==> config.mk <==
export PLATFORM = sky130hd
export DESIGN_NAME = fifo_sync_ctrl
export DESIGN_NICKNAME = d
export VERILOG_FILES = /design/src/rtl/fifo_sync_ctrl.sv
export SDC_FILE = /design/constraint.sdc
export NUM_CORES = 1
export LEC_CHECK = 0
export CORE_MARGIN = 2
export CORE_UTILIZATION = 41
export CTS_CLUSTER_DIAMETER = 40
export CTS_CLUSTER_SIZE = 28
export DETAILED_ROUTE_END_ITERATION = 16
export PLACE_DENSITY = 0.84
export SLEW_MARGIN = 20
export SYNTH_ARGS = -nofsm -noshare
export SYNTH_HDL_FRONTEND = slang
export SYNTH_HIERARCHICAL = 1
export SYNTH_SLANG_ARGS = --single-unit
==> constraint.sdc <==
create_clock -name clk_i -period 1.4 [get_ports clk_i]
set_clock_uncertainty 0.1 [all_clocks]
set_input_delay 0.28 -clock clk_i [delete_from_list [all_inputs] [get_ports clk_i]]
set_output_delay 0.28 -clock clk_i [all_outputs]
set_load 0.005 [all_outputs]
==> src/rtl/fifo_sync_ctrl.sv <==
// Single-clock FIFO controller: write/read slot counters, handshake strobes and level tracking.
// Optional sticky overflow/underflow flags with err_clear_i: define FIFO_SYNC_CTRL_ERROR_EN.

module fifo_counter #(
  parameter int DEPTH = 8,
  parameter int STEP  = 8,
  parameter int AW    = 6,
  parameter int PW    = 3
) (
  input  logic          clk_i,
  input  logic          rst_ni,
  input  logic          en_i,
  output logic [AW-1:0] addr_o,
  output logic [PW-1:0] ptr_o
);
  localparam logic [PW-1:0] LAST   = PW'(DEPTH - 1);
  localparam logic [AW-1:0] STEP_A = AW'(STEP);

  logic [PW-1:0] idx_q, idx_d;
  logic [AW-1:0] addr_q, addr_d;

  // The bit address is carried alongside the slot index so no multiplier is needed.
  always_comb begin
    idx_d  = idx_q;
    addr_d = addr_q;
    if (en_i) begin
      if (idx_q == LAST) begin
        idx_d  = '0;
        addr_d = '0;
      end else begin
        idx_d  = idx_q + PW'(1);
        addr_d = addr_q + STEP_A;
      end
    end
  end

  always_ff @(posedge clk_i or negedge rst_ni) begin
    if (!rst_ni) begin
      idx_q  <= '0;
      addr_q <= '0;
    end else begin
      idx_q  <= idx_d;
      addr_q <= addr_d;
    end
  end

  assign addr_o = addr_q;
  assign ptr_o  = idx_q ^ (idx_q >> 1);
endmodule

module fifo_sync_ctrl #(
  parameter int DATA_WIDTH = 8,
  parameter int DEPTH      = 8
) (
  input  logic                                  clk_i,
  input  logic                                  rst_ni,
  input  logic                                  wr_valid_i,
  output logic                                  wr_ready_o,
  output logic                                  rd_valid_o,
  input  logic                                  rd_ready_i,
  output logic                                  wr_enable_o,
  output logic                                  rd_enable_o,
  output logic [$clog2(DATA_WIDTH*DEPTH)-1:0]   wr_address_o,
  output logic [$clog2(DATA_WIDTH*DEPTH)-1:0]   rd_address_o,
  output logic [$clog2(DEPTH)-1:0]              wr_ptr_o,
  output logic [$clog2(DEPTH)-1:0]              rd_ptr_o,
  output logic [$clog2(DEPTH+1)-1:0]            level_o,
  output logic                                  full_o,
  output logic                                  empty_o
`ifdef FIFO_SYNC_CTRL_ERROR_EN
  ,
  input  logic                                  err_clear_i,
  output logic                                  overflow_err_o,
  output logic                                  underflow_err_o
`endif
);
  localparam int AW = $clog2(DATA_WIDTH*DEPTH);
  localparam int PW = $clog2(DEPTH);
  localparam int LW = $clog2(DEPTH+1);
  localparam logic [LW-1:0] DEPTH_L = LW'(DEPTH);

  logic [LW-1:0] level_q, level_d;
  logic          full_q, full_d;
  logic          empty_q, empty_d;
  logic          wr_en, rd_en;

  // Strobes are gated by reset so storage never sees a write while held in reset.
  assign wr_en = wr_valid_i & ~full_q & rst_ni;
  assign rd_en = rd_ready_i & ~empty_q & rst_ni;

  fifo_counter #(.DEPTH(DEPTH), .STEP(DATA_WIDTH), .AW(AW), .PW(PW)) u_wr_cnt (
    .clk_i  (clk_i),
    .rst_ni (rst_ni),
    .en_i   (wr_en),
    .addr_o (wr_address_o),
    .ptr_o  (wr_ptr_o)
  );

  fifo_counter #(.DEPTH(DEPTH), .STEP(DATA_WIDTH), .AW(AW), .PW(PW)) u_rd_cnt (
    .clk_i  (clk_i),
    .rst_ni (rst_ni),
    .en_i   (rd_en),
    .addr_o (rd_address_o),
    .ptr_o  (rd_ptr_o)
  );

  always_comb begin
    level_d = level_q;
    if (wr_en && !rd_en) begin
      level_d = level_q + LW'(1);
    end else if (!wr_en && rd_en) begin
      level_d = level_q - LW'(1);
    end
    full_d  = (level_d == DEPTH_L);
    empty_d = (level_d == '0);
  end

  always_ff @(posedge clk_i or negedge rst_ni) begin
    if (!rst_ni) begin
      level_q <= '0;
      full_q  <= 1'b0;
      empty_q <= 1'b1;
    end else begin
      level_q <= level_d;
      full_q  <= full_d;
      empty_q <= empty_d;
    end
  end

  assign wr_ready_o  = ~full_q;
  assign rd_valid_o  = ~empty_q;
  assign wr_enable_o = wr_en;
  assign rd_enable_o = rd_en;
  assign level_o     = level_q;
  assign full_o      = full_q;
  assign empty_o     = empty_q;

`ifdef FIFO_SYNC_CTRL_ERROR_EN
  logic ovf_q, ovf_d, unf_q, unf_d;

  // A new refused request outranks a clear on the same edge.
  always_comb begin
    ovf_d = ovf_q;
    unf_d = unf_q;
    if (err_clear_i) begin
      ovf_d = 1'b0;
      unf_d = 1'b0;
    end
    if (wr_valid_i && full_q) ovf_d = 1'b1;
    if (rd_ready_i && empty_q) unf_d = 1'b1;
  end

  always_ff @(posedge clk_i or negedge rst_ni) begin
    if (!rst_ni) begin
      ovf_q <= 1'b0;
      unf_q <= 1'b0;
    end else begin
      ovf_q <= ovf_d;
      unf_q <= unf_d;
    end
  end

  assign overflow_err_o  = ovf_q;
  assign underflow_err_o = unf_q;
`endif

  a_level_bound: assert property (@(posedge clk_i) disable iff (!rst_ni) level_q <= DEPTH_L);
endmodule

Yosys cells after proc, flatten, opt, wreduce, memory -nomap -nowiden:

Cells that the tools add are included.

* bits in registers: 24
* input port bits: 4
* output and inout bits: 28
* logic and storage cells: 35

* add/subtract/negate cells: 6
* equality and inequality tests: 3
* mux-type cells: 6
* bitwise operators: 8
* reductions and logical operators: 5

Operator list (number)
* $add A6 B4 Y6 const B: 2
* $mux W6: 2
* $mux W4: 2
* $add A3 B1 Y3 const B: 2
* $eq A3 B3 Y1 const B: 2
* $mux W3: 2
* $xor A3 B2 Y3: 2
* $add A4 B1 Y4 const B: 1
* $and A1 B1 Y1: 4
* $eq A4 B4 Y1 const B: 1
* $logic_not A4 Y1: 1
* $sub A4 B1 Y4 const B: 1
* $logic_and A1 B1 Y1: 2
* $logic_not A1 Y1: 2
* $not A1 Y1: 2

Logic depth before layout (Yosys ltp):

* depth in word-level cells: 8
* mapped depth: 6
* depth with buffers taken out: 6

By module:

Netlist, hierarchy kept.

By module, submodules not included
* fifo_counter: times used 2, cells an instance 30, area an instance 334.1 µm², sequential area each 150.1 µm²
* fifo_sync_ctrl: times used 1, cells an instance 41, area an instance 417.9 µm², sequential area each 151.4 µm²

Worst setup path after synthesis:

Ideal clock, no wire load.

* kind: flip-flop to flip-flop
* start: reg empty_q (netlist: empty_o)
* end: reg u_rd_cnt.idx_q[2]
* setup time: 125 ps
* arrival time: 1304 ps
* data required time: 1175 ps
* setup slack: -128 ps
* cell stages (with the launch flop): 5
* buffers on the path: 1
* clock period less this slack: 1528 ps
* cell sequence: dfstp_2 > and2b_4 > and2_1 > buf_4 > mux2_2

* word-level cells in the longest chain between the ends: 3

RTL lines
* start: declaration: RTL line 84 `logic empty_q, empty_d;`
* start signal: assignment: RTL line 126 `empty_q <= empty_d;`
* $not A1 Y1: RTL line 89 `assign rd_en = rd_ready_i & ~empty_q & rst_ni;`
* $and A1 B1 Y1 (2 in a row): RTL line 89
* named net rd_enable_o: RTL line 62 `output logic rd_enable_o,`
* end signal: assignment: RTL line 42 `idx_q <= idx_d;`
* end: declaration: RTL line 19 `logic [PW-1:0] idx_q, idx_d;`

The timed path passes the listed nets, and every way through them passes these cells.
A chain may end at the register's enable or synchronous reset.

Final worst setup path:

* start: reg empty_q (netlist: empty_o)
* end: out rd_enable_o

* word-level cells in the longest chain between the ends: 3

RTL lines (RTL line)
* $not A1 Y1: 89
* $and A1 B1 Y1 (2 in a row): 89
* end: declaration: 62

No other way between the ends.

==> impl_metrics.env <==
export IMPL_status="finished, violations left"
export IMPL_violations="setup timing"
export IMPL_cts_buffers_inserted=3
export IMPL_synth_edf_count=0
export IMPL_fillers=161
export IMPL_dieWidth_um=55.47
export IMPL_yosysSeqAreaShare_pct=41.59
export IMPL_hold_viol=0
export IMPL_hp_class="in2async"
export IMPL_grt_max_degree=17
export IMPL_hold_ws_ns=0.0001901
export IMPL_critical_path_class="reg2out"
export IMPL_drt_iter0_drc=14
export IMPL_grt_pass1_vias=1032
export IMPL_routed_via_density=5.020
export IMPL_endpoint_kind="output port"
export IMPL_remaining_drc_errors=0
export IMPL_setup_viol=24
export IMPL_p_leak_uw=0.0009146
export IMPL_syn_area_um2=1086
export IMPL_fin_area_um2=1899
export IMPL_grt_antenna_before_repair=0
export IMPL_rsz0062_at_grt="true"
export IMPL_grt_pass1_wl_mm=4.988
export IMPL_cpMaxStageDelayCell="dfstp_2"
export IMPL_track_usage_pct=20.97
export IMPL_fp_dieArea_um2=3076
export IMPL_wirelength_mm=3.250
export IMPL_cts_num_sinks=18
export IMPL_async_flop_share_pct=100.0
export IMPL_htreeDepth=1
export IMPL_critPathLaunchType="flop"
export IMPL_cts_buffer_depth=2
export IMPL_die_h_um=55.47
export IMPL_fin_nets=180
export IMPL_max_freq_mhz=601.6
export IMPL_setup_ws_ns=-0.2622
export IMPL_gp_congestion=0.8360
export IMPL_clk_latency_ns=0.30
export IMPL_synth_cells=101
export IMPL_critPathArrivalTime_ns=1.28
export IMPL_min_period_over_period_pct=118.7
export IMPL_synth_warnings=6
export IMPL_fin_crit_ns=1.662
export IMPL_detail_route_wl_per_cell_um=16.50
export IMPL_cp_cell_sequence="and2b_4, and2_4, buf_6"
export IMPL_io_buffers=25
export IMPL_rows=18
export IMPL_p_per_area_nw_per_um2=2246
export IMPL_vias=989
export IMPL_core_um2=2500
export IMPL_cts_tree="yes"
export IMPL_slowest_delay_ns=0.54
export IMPL_drive_gt1_share_pct=61.08
export IMPL_dpl_hpwl_mm=1.778
export IMPL_final_antenna_net_count=0
export IMPL_report_final_slew_viol_count=0
export IMPL_syn2layout_area_growth_pct=74.88
export IMPL_place_area_um2=1498
export IMPL_root_buffer="clkbuf_4"
export IMPL_synth_cell_types=35
export IMPL_clk_pin_slew_worst_paths_ns=0.11
export IMPL_diodes=0
export IMPL_start_util_pct=43.44
export IMPL_crit_fanout=2
export IMPL_maxCapViolCount=0
export IMPL_timing_critical_path_buf_inv=1
export IMPL_final_common_cell="buf_4"
export IMPL_cp_required_ns=1.02
export IMPL_synth_avg_cell_area_um2=10.75
export IMPL_synth_main_ff_cell="dfrtp_1"
export IMPL_ir_drop_mv=1.517
export IMPL_drtPass1Iterations=4
export IMPL_final_cell_mix="buf_4, buf_6, dfrtp_1, dlygate4sd2_1, inv_1"
export IMPL_yosys_register_bits=18
export IMPL_grt_overflow=0
export IMPL_critPathTopFamily="flip-flops"
export IMPL_io_pins=32
## where the power goes
| group | internal (uW) | leakage [uW] | switching (uW) |
|---|---|---|---|
| Clock | 159 | 0.0000210 | 177 |
| Combinational | 1710 | 0.000686 | 1240 |
| Sequential | 776 | 0.000208 | 201 |
## worst register-to-register path, delay by kind of cell, from the launching register on
| family | cells | cell delay (ns) |
|---|---|---|
| simple gates | 3 | 0.31 |
| flops | 1 | 0.54 |
| buf+inv | 1 | 0.12 |
| compound gates | 1 | 0.20 |
| xor+xnor | 1 | 0.24 |
## per-layer routing
metal | GRT usage (%) | vias up | share of wire [%] | routed length [um]
li1 | - | 461 | - | -
met1 | 23.01 | 485 | 38 | 1235
met2 | 40.48 | 31 | 55 | 1786
met3 | 3.279 | 12 | 3.8 | 125
met4 | 6.620 | 0 | 3.1 | 102
met5 | 0 | - | 0 | 0
## timing repair
action | CTS | global route
cloned | 1 | 0
hold buffers | 0 | 1
setup endpoints to repair | 37 | 29
buffers inserted | 23 | 4
gates resized for setup | 90 | 26
pin swaps | 9 | 5
endpoints found under the hold margin | 0 | 10
## sequential cells by signal, summed over array words and instances, names as in the netlist
signal and count:
u_wr_cnt/idx_q 3, u_rd_cnt/idx_q 3, empty_o 1, full_o 1
u_wr_cnt/addr_o 3, u_rd_cnt/addr_o 3, level_o 4
## cell families after synthesis
group           after synthesis  share of synthesized area (%)
buf+inv                      20                          10.37
mux                           6                          5.760
xor+xnor                      5                          4.724
compound gates               14                          9.216
other cells                   2                         0.6915
flops                        18                          41.59
simple gates                 28                          18.43
fa+ha+maj                     8                          9.217
## path summary, 6_finish.rpt
kind,start,endpoint,slack [ns],cells after the start
worst max-delay path,empty_o,rd_enable_o,-0.26,3
worst min-delay path,rst_ni,u_wr_cnt/idx_q[2],0.0002,2
worst max register to register,empty_o,full_o,-0.22,6
worst min register to register,u_rd_cnt/addr_o[3],u_rd_cnt/addr_o[3],0.46,2
max in group asynchronous,rst_ni,level_o[1],0.19,3
min in group clk_i,rst_ni,level_o[1],0.35,3
## per-stage QoR
step           utilization [%]  TNS [ns]  power [uW]  std cells  setup slack [ns]
2_1_floorplan                -   -0.1447        2030        105          -0.06158
3_3_place_gp             59.91    -6.297        2928        167           -0.5014
3_5_place_dp             59.91    -7.233        3051        167           -0.5484
4_1_cts                  72.12    -2.862        3941        194           -0.2537
5_1_grt                  75.98    -4.089        4535        197           -0.2960
6_report                 75.98    -2.969        4266        197           -0.2622
## final cells by class
cell class	instances	area, um^2	area share, %
Sequential cell	18	455.4	23.98
Multi-Input combinational cell	67	737.0	38.80
Clock buffer	4	36.28	1.910
Inverter	10	37.54	1.976
Tap cell	30	37.54	1.976
Timing Repair Buffer	68	595.6	31.36
## synth_stat cells, types with 2 or more instances
library cell	number	area [um^2]
ha_1	8	100.1
o21ai_0	3	15.01
inv_1	10	37.54
o311ai_1	2	17.52
nand2b_1	3	18.77
mux2i_1	4	40.04
nand3b_1	2	15.01
buf_4	10	75.07
o22ai_1	2	12.51
or2b_1	2	15.01
conb_1	2	7.510
nand2_1	6	22.52
xor2_1	3	26.28
and2_1	2	12.51
dfrtp_1	17	425.4
or3b_1	2	17.52
mux2_2	2	22.52
a21oi_1	2	10.01
nand3_1	3	15.01
No activity file was read; power rests on OpenSTA's default activity.
